File: config.mk
export PLATFORM = sky130hd
export DESIGN_NAME = tile_renderer
export DESIGN_NICKNAME = d
export VERILOG_FILES = /design/src/rtl/gpu_pkg.sv /design/src/rtl/tile_fetcher.sv /design/src/rtl/tile_renderer.sv
export SDC_FILE = /design/constraint.sdc
export NUM_CORES = 1
export LEC_CHECK = 0
export CORE_MARGIN = 5
export CORE_UTILIZATION = 55
export CTS_CLUSTER_DIAMETER = 80
export DETAILED_ROUTE_END_ITERATION = 6
export DONT_BUFFER_PORTS = 1
export PLACE_DENSITY = 0.73
export SYNTH_ARGS = -nofsm -noshare
export SYNTH_HDL_FRONTEND = slang
export SYNTH_HIERARCHICAL = 1
export SYNTH_SLANG_ARGS = --single-unit
export TNS_END_PERCENT = 50
File: constraint.sdc
create_clock -name clk -period 1.9 [get_ports clk]
set_input_delay 0.475 -clock clk [delete_from_list [all_inputs] [get_ports clk]]
set_output_delay 0.475 -clock clk [all_outputs]
set_load 0.005 [all_outputs]
File: src/rtl/gpu_pkg.sv
// gpu_pkg: shared types and defaults for the tile renderer slice.
//   - fetch_state_e : tile fetch FSM states
//   - rgb332_t      : RGB332 pixel byte
//   - raster / screen defaults and memory address widths
package gpu_pkg;

   localparam int H_ACTIVE_DEF = 640;
   localparam int V_ACTIVE_DEF = 480;
   localparam int V_TOTAL_DEF  = 525;
   localparam int COLUMNS_DEF  = 40;

   localparam int TILE_AW  = 11;
   localparam int ATTR_AW  = 12;
   localparam int COLOR_AW = 4;
   localparam int CELL_W   = ATTR_AW - 1;   // attribute address = {cell, byte}

   typedef logic [7:0] rgb332_t;

   typedef enum logic [2:0] {
      ST_IDLE,
      ST_IDX,
      ST_COL,
      ST_ROW,
      ST_FG,
      ST_BG,
      ST_DONE
   } fetch_state_e;

   // Linear cell number for a cell row and column.
   function automatic logic [CELL_W-1:0] cell_index(input logic [4:0] cell_row,
                                                    input logic [6:0] col,
                                                    input int         columns);
      return CELL_W'(int'(cell_row) * columns + int'(col));
   endfunction

endpackage

File: src/rtl/tile_fetcher.sv
// tile_fetcher: fetches one 8x8 tile cell row (pattern + fg/bg palette colours)
// through the synchronous read ports of the attribute, tile and colour memories.
// Ports:
//   clk, reset_n          : clock, async active-low reset
//   start_i, cell_i, row_i: fetch request (ignored unless idle)
//   consume_i             : current registers took the next set; clear next_valid
//   busy_o                : FSM not idle
//   next_valid_o, next_row_o, next_fg_o, next_bg_o : prefetched cell
//   attr_* / tile_* / color_* : memory read ports (data valid the cycle after enable)
module tile_fetcher
   import gpu_pkg::*;
(
   input  logic                clk,
   input  logic                reset_n,
   input  logic                start_i,
   input  logic [CELL_W-1:0]   cell_i,
   input  logic [2:0]          row_i,
   input  logic                consume_i,
   output logic                busy_o,
   output logic                next_valid_o,
   output logic [7:0]          next_row_o,
   output rgb332_t             next_fg_o,
   output rgb332_t             next_bg_o,
   output logic                attr_re_o,
   output logic [ATTR_AW-1:0]  attr_addr_o,
   input  logic [7:0]          attr_rd_i,
   output logic                tile_re_o,
   output logic [TILE_AW-1:0]  tile_addr_o,
   input  logic [7:0]          tile_rd_i,
   output logic                color_re_o,
   output logic [COLOR_AW-1:0] color_addr_o,
   input  rgb332_t             color_rd_i
);

   fetch_state_e        state_q;
   logic [CELL_W-1:0]   cell_q;
   logic [2:0]          row_q;
   logic [3:0]          bg_idx_q;
   logic                next_valid_q;
   logic [7:0]          next_row_q;
   rgb332_t             next_fg_q, next_bg_q;
   logic                attr_re_q, tile_re_q, color_re_q;
   logic [ATTR_AW-1:0]  attr_addr_q;
   logic [TILE_AW-1:0]  tile_addr_q;
   logic [COLOR_AW-1:0] color_addr_q;

   // Each read is launched on entry to the state that owns it, so the data
   // seen in a state is the answer to the previous state's read.
   always_ff @(posedge clk or negedge reset_n) begin
      if (!reset_n) begin
         state_q      <= ST_IDLE;
         cell_q       <= '0;
         row_q        <= '0;
         bg_idx_q     <= '0;
         next_valid_q <= 1'b0;
         next_row_q   <= '0;
         next_fg_q    <= '0;
         next_bg_q    <= '0;
         attr_re_q    <= 1'b0;
         tile_re_q    <= 1'b0;
         color_re_q   <= 1'b0;
         attr_addr_q  <= '0;
         tile_addr_q  <= '0;
         color_addr_q <= '0;
      end else begin
         attr_re_q  <= 1'b0;
         tile_re_q  <= 1'b0;
         color_re_q <= 1'b0;
         if (consume_i) next_valid_q <= 1'b0;
         case (state_q)
            ST_IDLE: begin
               if (start_i) begin
                  cell_q      <= cell_i;
                  row_q       <= row_i;
                  attr_re_q   <= 1'b1;
                  attr_addr_q <= {cell_i, 1'b0};
                  state_q     <= ST_IDX;
               end
            end
            ST_IDX: begin
               attr_re_q   <= 1'b1;
               attr_addr_q <= {cell_q, 1'b1};
               state_q     <= ST_COL;
            end
            ST_COL: begin            // tile index arrives
               tile_re_q   <= 1'b1;
               tile_addr_q <= {attr_rd_i, row_q};
               state_q     <= ST_ROW;
            end
            ST_ROW: begin            // colour byte arrives
               bg_idx_q     <= attr_rd_i[3:0];
               color_re_q   <= 1'b1;
               color_addr_q <= attr_rd_i[7:4];
               state_q      <= ST_FG;
            end
            ST_FG: begin             // tile row arrives
               next_row_q   <= tile_rd_i;
               color_re_q   <= 1'b1;
               color_addr_q <= bg_idx_q;
               state_q      <= ST_BG;
            end
            ST_BG: begin             // fg palette entry arrives
               next_fg_q <= color_rd_i;
               state_q   <= ST_DONE;
            end
            ST_DONE: begin           // bg palette entry arrives
               next_bg_q    <= color_rd_i;
               next_valid_q <= 1'b1;
               state_q      <= ST_IDLE;
            end
            default: state_q <= ST_IDLE;
         endcase
      end
   end

   assign busy_o       = (state_q != ST_IDLE);
   assign next_valid_o = next_valid_q;
   assign next_row_o   = next_row_q;
   assign next_fg_o    = next_fg_q;
   assign next_bg_o    = next_bg_q;
   assign attr_re_o    = attr_re_q;
   assign attr_addr_o  = attr_addr_q;
   assign tile_re_o    = tile_re_q;
   assign tile_addr_o  = tile_addr_q;
   assign color_re_o   = color_re_q;
   assign color_addr_o = color_addr_q;

endmodule

File: src/rtl/tile_renderer.sv
// tile_renderer: turns raster coordinates into one RGB332 pixel per pixel_en,
// from a 40x30 grid of 8x8 tiles doubled to 2x2 screen pixels.
// Ports:
//   clk, reset_n                    : clock, async active-low reset
//   pixel_en, hpos, vpos            : pixel strobe and raster position
//   active_in, hsync_in, vsync_in   : timing flags, delayed to the *_out flags
//   attribute/tile/color_memory_*   : synchronous memory read ports
//   rgb_out                         : pixel, registered on pixel_en
//   underrun                        : sticky underrun flag (macro builds only)
// Build option: define TILE_RENDERER_UNDERRUN_EN to add the underrun port and
// paint cells whose fetch missed its boundary with UNDERRUN_COLOR.
module tile_renderer
   import gpu_pkg::*;
#(
   parameter int            H_ACTIVE       = H_ACTIVE_DEF,
   parameter int            V_ACTIVE       = V_ACTIVE_DEF,
   parameter int            V_TOTAL        = V_TOTAL_DEF,
   parameter int            COLUMNS        = COLUMNS_DEF,
   parameter logic [7:0]    UNDERRUN_COLOR = 8'hE0
) (
   input  logic                clk,
   input  logic                reset_n,
   input  logic                pixel_en,
   input  logic [9:0]          hpos,
   input  logic [9:0]          vpos,
   input  logic                active_in,
   input  logic                hsync_in,
   input  logic                vsync_in,
   output logic                attribute_memory_read_enable,
   output logic [ATTR_AW-1:0]  attribute_memory_read_addr,
   input  logic [7:0]          attribute_memory_read_data,
   output logic                tile_memory_read_enable,
   output logic [TILE_AW-1:0]  tile_memory_read_addr,
   input  logic [7:0]          tile_memory_read_data,
   output logic                color_memory_read_enable,
   output logic [COLOR_AW-1:0] color_memory_read_addr,
   input  logic [7:0]          color_memory_read_data,
`ifdef TILE_RENDERER_UNDERRUN_EN
   output logic                underrun,
`endif
   output logic [7:0]          rgb_out,
   output logic                active_out,
   output logic                hsync_out,
   output logic                vsync_out
);

`ifdef TILE_RENDERER_UNDERRUN_EN
   localparam bit UR_EN = 1'b1;
`else
   localparam bit UR_EN = 1'b0;
`endif

   // Fetcher interface
   logic              start;
   logic [CELL_W-1:0] start_cell;
   logic [2:0]        start_row;
   logic              busy;
   logic              next_valid;
   logic [7:0]        next_row;
   rgb332_t           next_fg, next_bg;

   // Current cell and output registers
   logic [7:0] cur_row_q;
   rgb332_t    cur_fg_q, cur_bg_q;
   logic       cell_ur_q;
   rgb332_t    rgb_q;
   logic       active_q, hsync_q, vsync_q;

   // Trigger / pixel path
   logic       boundary, line_pf, use_next, show_ur;
   logic [6:0] col_nxt;
   logic [9:0] v_nxt;
   logic [7:0] row_sel;
   rgb332_t    fg_sel, bg_sel, tile_pix, pix_d;

   always_comb begin
      boundary   = pixel_en && active_in && (hpos[3:0] == 4'd0);
      line_pf    = pixel_en && (hpos == 10'(H_ACTIVE));
      col_nxt    = {1'b0, hpos[9:4]} + 7'd1;
      v_nxt      = (vpos == 10'(V_TOTAL - 1)) ? 10'd0 : vpos + 10'd1;
      start      = 1'b0;
      start_cell = '0;
      start_row  = '0;
      if (boundary && (int'(col_nxt) < COLUMNS)) begin
         start      = 1'b1;
         start_cell = cell_index(vpos[8:4], col_nxt, COLUMNS);
         start_row  = vpos[3:1];
      end else if (line_pf && (int'(v_nxt) < V_ACTIVE)) begin
         start      = 1'b1;
         start_cell = cell_index(v_nxt[8:4], 7'd0, COLUMNS);
         start_row  = v_nxt[3:1];
      end

      // The boundary pixel must already show the cell being loaded this edge.
      use_next = boundary && next_valid;
      row_sel  = use_next ? next_row : cur_row_q;
      fg_sel   = use_next ? next_fg  : cur_fg_q;
      bg_sel   = use_next ? next_bg  : cur_bg_q;
      tile_pix = row_sel[3'd7 - hpos[3:1]] ? fg_sel : bg_sel;

      // An underrun cell stays flagged until the next boundary re-evaluates it.
      show_ur  = UR_EN && (boundary ? !next_valid : cell_ur_q);
      pix_d    = !active_in ? 8'h00 : (show_ur ? UNDERRUN_COLOR : tile_pix);
   end

   tile_fetcher u_fetch (
      .clk          (clk),
      .reset_n      (reset_n),
      .start_i      (start),
      .cell_i       (start_cell),
      .row_i        (start_row),
      .consume_i    (use_next),
      .busy_o       (busy),
      .next_valid_o (next_valid),
      .next_row_o   (next_row),
      .next_fg_o    (next_fg),
      .next_bg_o    (next_bg),
      .attr_re_o    (attribute_memory_read_enable),
      .attr_addr_o  (attribute_memory_read_addr),
      .attr_rd_i    (attribute_memory_read_data),
      .tile_re_o    (tile_memory_read_enable),
      .tile_addr_o  (tile_memory_read_addr),
      .tile_rd_i    (tile_memory_read_data),
      .color_re_o   (color_memory_read_enable),
      .color_addr_o (color_memory_read_addr),
      .color_rd_i   (color_memory_read_data)
   );

   always_ff @(posedge clk or negedge reset_n) begin
      if (!reset_n) begin
         cur_row_q <= '0;
         cur_fg_q  <= '0;
         cur_bg_q  <= '0;
         cell_ur_q <= 1'b0;
         rgb_q     <= '0;
         active_q  <= 1'b0;
         hsync_q   <= 1'b0;
         vsync_q   <= 1'b0;
      end else if (pixel_en) begin
         rgb_q    <= pix_d;
         active_q <= active_in;
         hsync_q  <= hsync_in;
         vsync_q  <= vsync_in;
         if (boundary) begin
            cell_ur_q <= !next_valid;
            if (next_valid) begin
               cur_row_q <= next_row;
               cur_fg_q  <= next_fg;
               cur_bg_q  <= next_bg;
            end
         end
      end
   end

`ifdef TILE_RENDERER_UNDERRUN_EN
   logic underrun_q;
   always_ff @(posedge clk or negedge reset_n) begin
      if (!reset_n)                    underrun_q <= 1'b0;
      else if (boundary && !next_valid) underrun_q <= 1'b1;
   end
   assign underrun = underrun_q;
`endif

   assign rgb_out    = rgb_q;
   assign active_out = active_q;
   assign hsync_out  = hsync_q;
   assign vsync_out  = vsync_q;

endmodule
==> results by group, run 1 <==
Route
  – Drt via density: 5.79
  – Post-detailed-routing wire length: 12700 µm
  – First-pass detailed-route iteration total: 4
  – Post-route ant nets: 0
  – First DRT Iteration DRCs: 233
  – Number of remaining DRC errors: 0
  – Via count: 3988
  – Drt wl/cell: 18.4 µm

Finish
  – Share of layout cells above drive strength 1: 0.365
  – Fill cells: 784
  – Nets: 621
  – Final core utilization: 0.666
  – Final Cell Area: 6810 µm²
  – # diodes: 0
  – Area growth syn-to-layout: 18.7%
  – Multi-input logic area: 2990 µm²
  – Sequential Area: 2780 µm²
  – Non-Filler Instances: 689

Floorplanning
  – IO Pins: 91
  – Die H: 112 µm
  – Die Wd: 112 µm
  – Starting Density: 0.561
  – Num rows: 37
  – Total die area: 12600 µm²
  – Core Footprint: 10200 µm²

Logic synthesis
  – Largest cells by area after synthesis: dfrtp_1 48%, mux2_2 11%, ha_1 4.4%
  – Most numerous cell in the Yosys netlist: dfrtp_1
  – Top FF cell, synth: dfrtp_1
  – Syn Nets: 574
  – Part of the Yosys area used for sequential elements: 0.484
  – Post-synth EDFFs: 0
  – Largest area contributor in the netlist: dfrtp_1
  – Cell variety after synth: 64
  – Seq cells post-synth: 111
  – Xor/xnor cell area share of the yosys netlist: 0.0275
  – Post-Syn Area per Cell: 11.4 µm²
  – Mapped Cells: 501
  – Main combinational cell family by area after synthesis: multiplexers
  – Multiplexer area fraction after synthesis: 0.145
  – FFs w/ async S/R, synth: 1.00
  – Share of the synthesized area in the top cell type: 0.484
  – Simple-gate area share of the yosys netlist: 0.0986
  – Synth Area in Adders: 0.0541
  – Post-synthesis compound-gate area fraction: 0.138
  – Synth Cell Area: 5740 µm²
  – Most frequent cells after synthesis: 111 x dfrtp_1, 54 x mux2_2, 45 x nand2_1
  – Ys Warns: 6

Placed design
  – Post-DP Area: 6360 µm²
  – Post-DP HPWL: 9150 µm
  – Placer Congestion: 0.886
  – Dpl cells: 669
  – Port bufs: 0
  – Pre-CTS setup slack: -829 ps

Pwr
  – Max rail drop VDD: 0.730 mV
  – Static leakage: 0.00310 µW
  – Power Density: 1120 nW/µm²

Timing
  – Worst slew pin tran: 834 ps
  – Clock Skews: 12.2 ps
  – Final hold slack: -203 ps
  – Fmax: 0.436 GHz
  – Hold Vio Cnt, Final: 111
  – Final Cycle Share: 1.21
  – Pins Over Slew Limit: 0
  – Setup violators final: 30
  – Unrepaired setup endpoints after global routing: true
  – Final WS setup: -396 ps
  – Final min period: 2300 ps
  – Rel. slew slack: 0.444

CTS
  – Clock transition at the registers of the reported paths: 110 ps
  – H-tree depth: 3
  – Sink Count: 111
  – CTS tree: done
  – Longest Clk Path Bufs: 2
  – Worst skew pair latency: 360 ps
  – Num CTS Buffers: 9
  – Root buffer cell: clkbuf_8

Setup path
  – Crit path top cell by count: inv_2
  – Worst path slowest cell: fa_2
  – CP delay by family, top: adder cells
  – Worst stage delay on the critical path: 360 ps
  – CP Capture Type: flop
  – CP startpoint kind: input port
  – CP max FO: 6
  – Critical Path RT: 2190 ps
  – Worst setup path category: in -> reg
  – CP cell instances: and4_4 -> nand4_1 -> xnor2_2 -> ha_1 -> ha_2 -> inv_2 -> fa_2 -> inv_2 -> a21oi_2 -> o32ai_2 -> nand2_1 -> a2bb2oi_1 -> o21ai_1
  – Buf/Inv on CP: 2
  – Crit path DAT: 2590 ps

Flow run
  – MaxCap Viol Count: 0

Global route
  – GRT Util Overall: 0.207
  – Vias in the first global route: 4269
  – GRT overflow: 0
  – Initial antenna violation count: 0
  – Largest net degree at the start of global routing: 112
  – First-pass GRT wire length: 21400 µm

Status
  – Status: finished with violations
  – Violated checks: negative hold slack, negative setup slack

Worst hold path
  – Worst Hold Class: in -> async
-- worst reg2reg max path, delay by kind of cell, from the launching register on --
| family | cells | cell delay [ps] |
|---|---|---|
| AO/OA/AOI/OAI | 3 | 780 |
| buffers and inverters | 3 | 520 |
| flip-flops | 1 | 390 |
| AND/OR/NAND/NOR | 2 | 220 |
-- placed cells by master, fill, tap and decap left out, drive strengths merged, types with 2 or more instances in the layout --
master,n
clkinv,3
nand4,3
o2111ai,3
nand2,45
mux2i,9
and2,3
o21bai,2
or4,2
o221ai,9
dfrtp,111
xnor2,13
o21ai,24
a22oi,15
clkbuf,10
mux2,63
nor3b,4
nand3b,2
fa,3
buf,59
ha,20
o22ai,7
xor2,5
or2,3
a31oi,3
and4,4
nor2,14
a211o,2
nor3,4
a2bb2oi,11
a21o,7
a21oi,8
nand3,8
o311ai,8
inv,45
-- through the flow --
step                      power [µW]  TNS (ps)
final                           7660     -5810
after global routing            8200     -7990
after CTS                       7670     -4920
after global placement          5990    -21740
after detailed placement        6150    -23200
after floorplan                 5550    -24630
-- report_power, final --
part | switching, µW | total [µW] | internal [µW]
Clock | 822 | 1460 | 637
Combinational | 1130 | 2390 | 1250
Sequential | 556 | 3810 | 3260
-- cells by family after synthesis --
logic type,Yosys count
DFF,111
buffers and inverters,66
muxes,72
AOI/OAI and AO/OA,109
adders and majority gates,23
xor gates and xnor gates,18
and+or+nand+nor,102
-- layout make-up --
type / instances / share of cell area
Timing Repair Buffer: 59 / 0.0735
Sequential cell: 111 / 0.408
Clock inverter: 6 / 0.0118
Clock buffer: 10 / 0.0187
Tap cell: 136 / 0.0250
Multi-Input combinational cell: 324 / 0.439
Inverter: 43 / 0.0241
-- registers in the layout, indices dropped and copies added, names as in the netlist, 3 cells and up --
name                  flops
u_fetch/tile_addr_o      11
u_fetch/attr_addr_o      12
u_fetch/next_bg_o         8
u_fetch/next_fg_o         8
u_fetch/cell_q           11
rgb_out                   8
cur_row_q                 8
cur_bg_q                  8
u_fetch/row_q             3
u_fetch/state_q           3
u_fetch/color_addr_o      4
cur_fg_q                  8
u_fetch/bg_idx_q          4
u_fetch/next_row_o        8
-- final timing paths --
| path | from | end | slack [ps] | cells after the start |
|---|---|---|---|---|
| max | vpos[0] | u_fetch/attr_addr_o[11] | -400 | 13 |
| max reg2reg | u_fetch/next_valid_o | rgb_out[4] | -120 | 8 |
| min reg2reg | u_fetch/bg_idx_q[3] | u_fetch/bg_idx_q[3] | 490 | 2 |
| max in group asynchronous | reset_n | u_fetch/row_q[2] | 1970 | 0 |
| min | reset_n | u_fetch/attr_addr_o[9] | -200 | 0 |
| min in group clk | attribute_memory_read_data[0] | u_fetch/bg_idx_q[0] | 220 | 2 |
-- per-layer routing --
layer / global-route usage / wire length, µm / share of wire / up-vias
met1: 0.281 / 5650 / 0.44 / 1988
met4: 0.0593 / 182 / 0.014 / 0
met5: 0 / 0 / 0 / -
li1: - / - / - / 1898
met3: 0.0652 / 907 / 0.071 / 12
met2: 0.321 / 5970 / 0.47 / 90
-- what timing repair did --
action,in CTS,in global routing
pin swaps,10,16
resized for setup,29,20
setup buffers,3,2
endpoints found under the hold margin,111,111
endpoints found under the setup margin,33,34
Note: power is estimated with default switching activity, not from simulation.
==> run 2: changes to the inputs <==
ABC_AREA = 1   (was unset)
==> results by group, run 2 <==
Global route
  – Initial antenna violation count: 0
  – GRT Util Overall: 0.218
  – Largest net degree at the start of global routing: 112
  – GRT overflow: 0
  – Vias in the first global route: 4782
  – First-pass GRT wire length: 22700 µm

Pwr
  – Static leakage: 0.00362 µW
  – Max rail drop VDD: 0.667 mV
  – PnR Total Power: 7480 µW
  – Power Density: 1100 nW/µm²

Placed design
  – Post-DP HPWL: 9900 µm
  – Port bufs: 0
  – Placer Congestion: 0.885

Logic synthesis
  – Synth Cell Area: 5860 µm²
  – Cell variety after synth: 39
  – Mapped Cells: 701
  – Ys Warns: 6
  – Seq cells post-synth: 111
  – Most frequent cells after synthesis: 193 x nand2_1, 111 x dfrtp_1, 84 x inv_1
  – Largest cells by area after synthesis: dfrtp_1 47%, nand2_1 12%, nand3_1 6.7%
  – Top FF cell, synth: dfrtp_1
  – FFs w/ async S/R, synth: 1.00
  – Part of the Yosys area used for sequential elements: 0.474
  – Post-synth EDFFs: 0
  – Most numerous cell in the Yosys netlist: nand2_1
  – Post-Syn Area per Cell: 8.36 µm²
  – Syn Nets: 774
  – Largest area contributor in the netlist: dfrtp_1
  – Share of the synthesized area in the top cell type: 0.474

Timing
  – Final min period: 2060 ps
  – Final hold slack: -208 ps
  – Worst slew pin tran: 546 ps
  – Final WS setup: -157 ps
  – Setup violators final: 15
  – Hold Vio Cnt, Final: 111
  – Final setup TNS: -1200 ps
  – Clock Skews: 7.53 ps
  – Pins Over Slew Limit: 0
  – Rel. slew slack: 0.635
  – Fmax: 0.486 GHz
  – Final Cycle Share: 1.08
  – Unrepaired setup endpoints after global routing: true

Setup path
  – CP delay by family, top: adder cells
  – Crit path DAT: 2370 ps
  – Critical Path RT: 2210 ps
  – Worst setup path category: in -> reg
  – CP startpoint kind: input port
  – Buf/Inv on CP: 2
  – Worst path slowest cell: fa_2
  – CP max FO: 6
  – CP Capture Type: flop
  – CP cell instances: nand2_2 -> nor2_2 -> nand2_1 -> xor2_1 -> inv_1 -> ha_4 -> ha_4 -> inv_2 -> fa_2 -> xor2_1 -> o21ai_1 -> nand4_1 -> nand3_1
  – Worst stage delay on the critical path: 380 ps

Route
  – Drt wl/cell: 15.2 µm
  – Drt via density: 5.26
  – First DRT Iteration DRCs: 373
  – Post-route ant nets: 0
  – First-pass detailed-route iteration total: 5
  – Post-detailed-routing wire length: 13700 µm
  – Number of remaining DRC errors: 0
  – Via count: 4723

Finish
  – Commonest cells after routing, fill and taps aside: 190 x nand2_1, 111 x dfrtp_1, 77 x nand3_1
  – # diodes: 0
  – Area growth syn-to-layout: 15.9%
  – Sequential Area: 2780 µm²
  – Final core utilization: 0.655
  – Multi-input logic area: 2700 µm²
  – Nets: 830
  – Share of layout cells above drive strength 1: 0.198
  – Fill cells: 881
  – Commonest non-fill, non-tap cell in the layout: nand2_1
  – Max reg flops: 12

CTS
  – H-tree depth: 3
  – CTS tree: done
  – Longest Clk Path Bufs: 2
  – Root buffer cell: clkbuf_8
  – Worst skew pair latency: 370 ps
  – Sink Count: 111
  – Num CTS Buffers: 9
  – Clock transition at the registers of the reported paths: 100 ps

Floorplanning
  – Num rows: 37
  – Starting Density: 0.565
  – Die Wd: 113 µm
  – IO Pins: 91
  – Total die area: 12800 µm²
  – Die H: 113 µm
  – Core Footprint: 10400 µm²

Worst hold path
  – Worst Hold Class: in -> async

Flow run
  – MaxCap Viol Count: 0

Status
  – Status: finished with violations
  – Violated checks: negative hold slack, negative setup slack
run 2: changes by cell type after synthesis, moves of 20 or more:
cell     delta
nand4_1    +20
o21ai_0    +21
nand3_1    +70
inv_1      +41
mux2_2     -54
nand2_1   +148
run 2: kinds of logic after synthesis:
| family | share of synthesized area |
|---|---|
| AO/OA/AOI/OAI | 0.0681 |
| flip-flops | 0.474 |
| AND/OR/NAND/NOR | 0.302 |
| XOR/XNOR | 0.0164 |
| adder cells (fa/ha/maj) | 0.0530 |
| buffers and inverters | 0.0861 |
run 2: worst paths after layout:
| kind | from | endpoint | slack, ps | cells past startpoint |
|---|---|---|---|---|
| worst max-delay path | vpos[2] | u_fetch/attr_addr_o[9] | -160 | 13 |
| worst min-delay path | reset_n | cur_row_q[7] | -210 | 0 |
| worst max register to register | u_fetch/state_q[1] | u_fetch/next_bg_o[4] | 330 | 5 |
| worst min register to register | cur_row_q[1] | cur_row_q[1] | 480 | 2 |
| max in group asynchronous | reset_n | cur_row_q[1] | 1950 | 0 |
| min in group clk | pixel_en | vsync_out | 210 | 2 |
run 2: layout make-up:
cell class                 instances  area share
clock buffer                      10      0.0203
clock inverter                     6      0.0123
inverter                          91      0.0555
multi-input combinational        477       0.398
sequential                       111       0.409
tap                              136      0.0251
timing repair buffer              67      0.0803
run 2: what timing repair did:
action	4_1_cts	5_1_grt
resized for setup	16	4
gates cloned	0	1
pin swaps	23	6
setup endpoints to repair	16	27
buffers inserted	15	4
hold endpoints to repair	111	111
run 2: stage by stage:
stage / instances / setup WS [ps] / area [µm²]
after floorplan: 701 / -435 / 5950
after global placement: 862 / -505 / 6350
after detailed placement: 862 / -549 / 6350
after CTS: 893 / -101 / 6720
after global routing: 898 / -299 / 6790
final: 898 / -157 / 6790
run 2: layer usage:
layer,part of all wire,track usage,vias up
met5,0,0,-
met4,0.016,0.0833,0
met3,0.058,0.0668,19
met2,0.49,0.354,105
met1,0.44,0.274,2247
li1,-,-,2352
run 2: power breakdown:
group	internal [µW]	leakage (µW)	switching (µW)
clock	775	0.000116	787
sequential	3120	0.00140	504
combinational	925	0.00210	1370
==> run 3: changes to the inputs <==
CTS_CLUSTER_DIAMETER = unset   (was 80)
==> results of run 3 <==
Same layout as run 2: the final DEF is identical, and so are final timing and power.
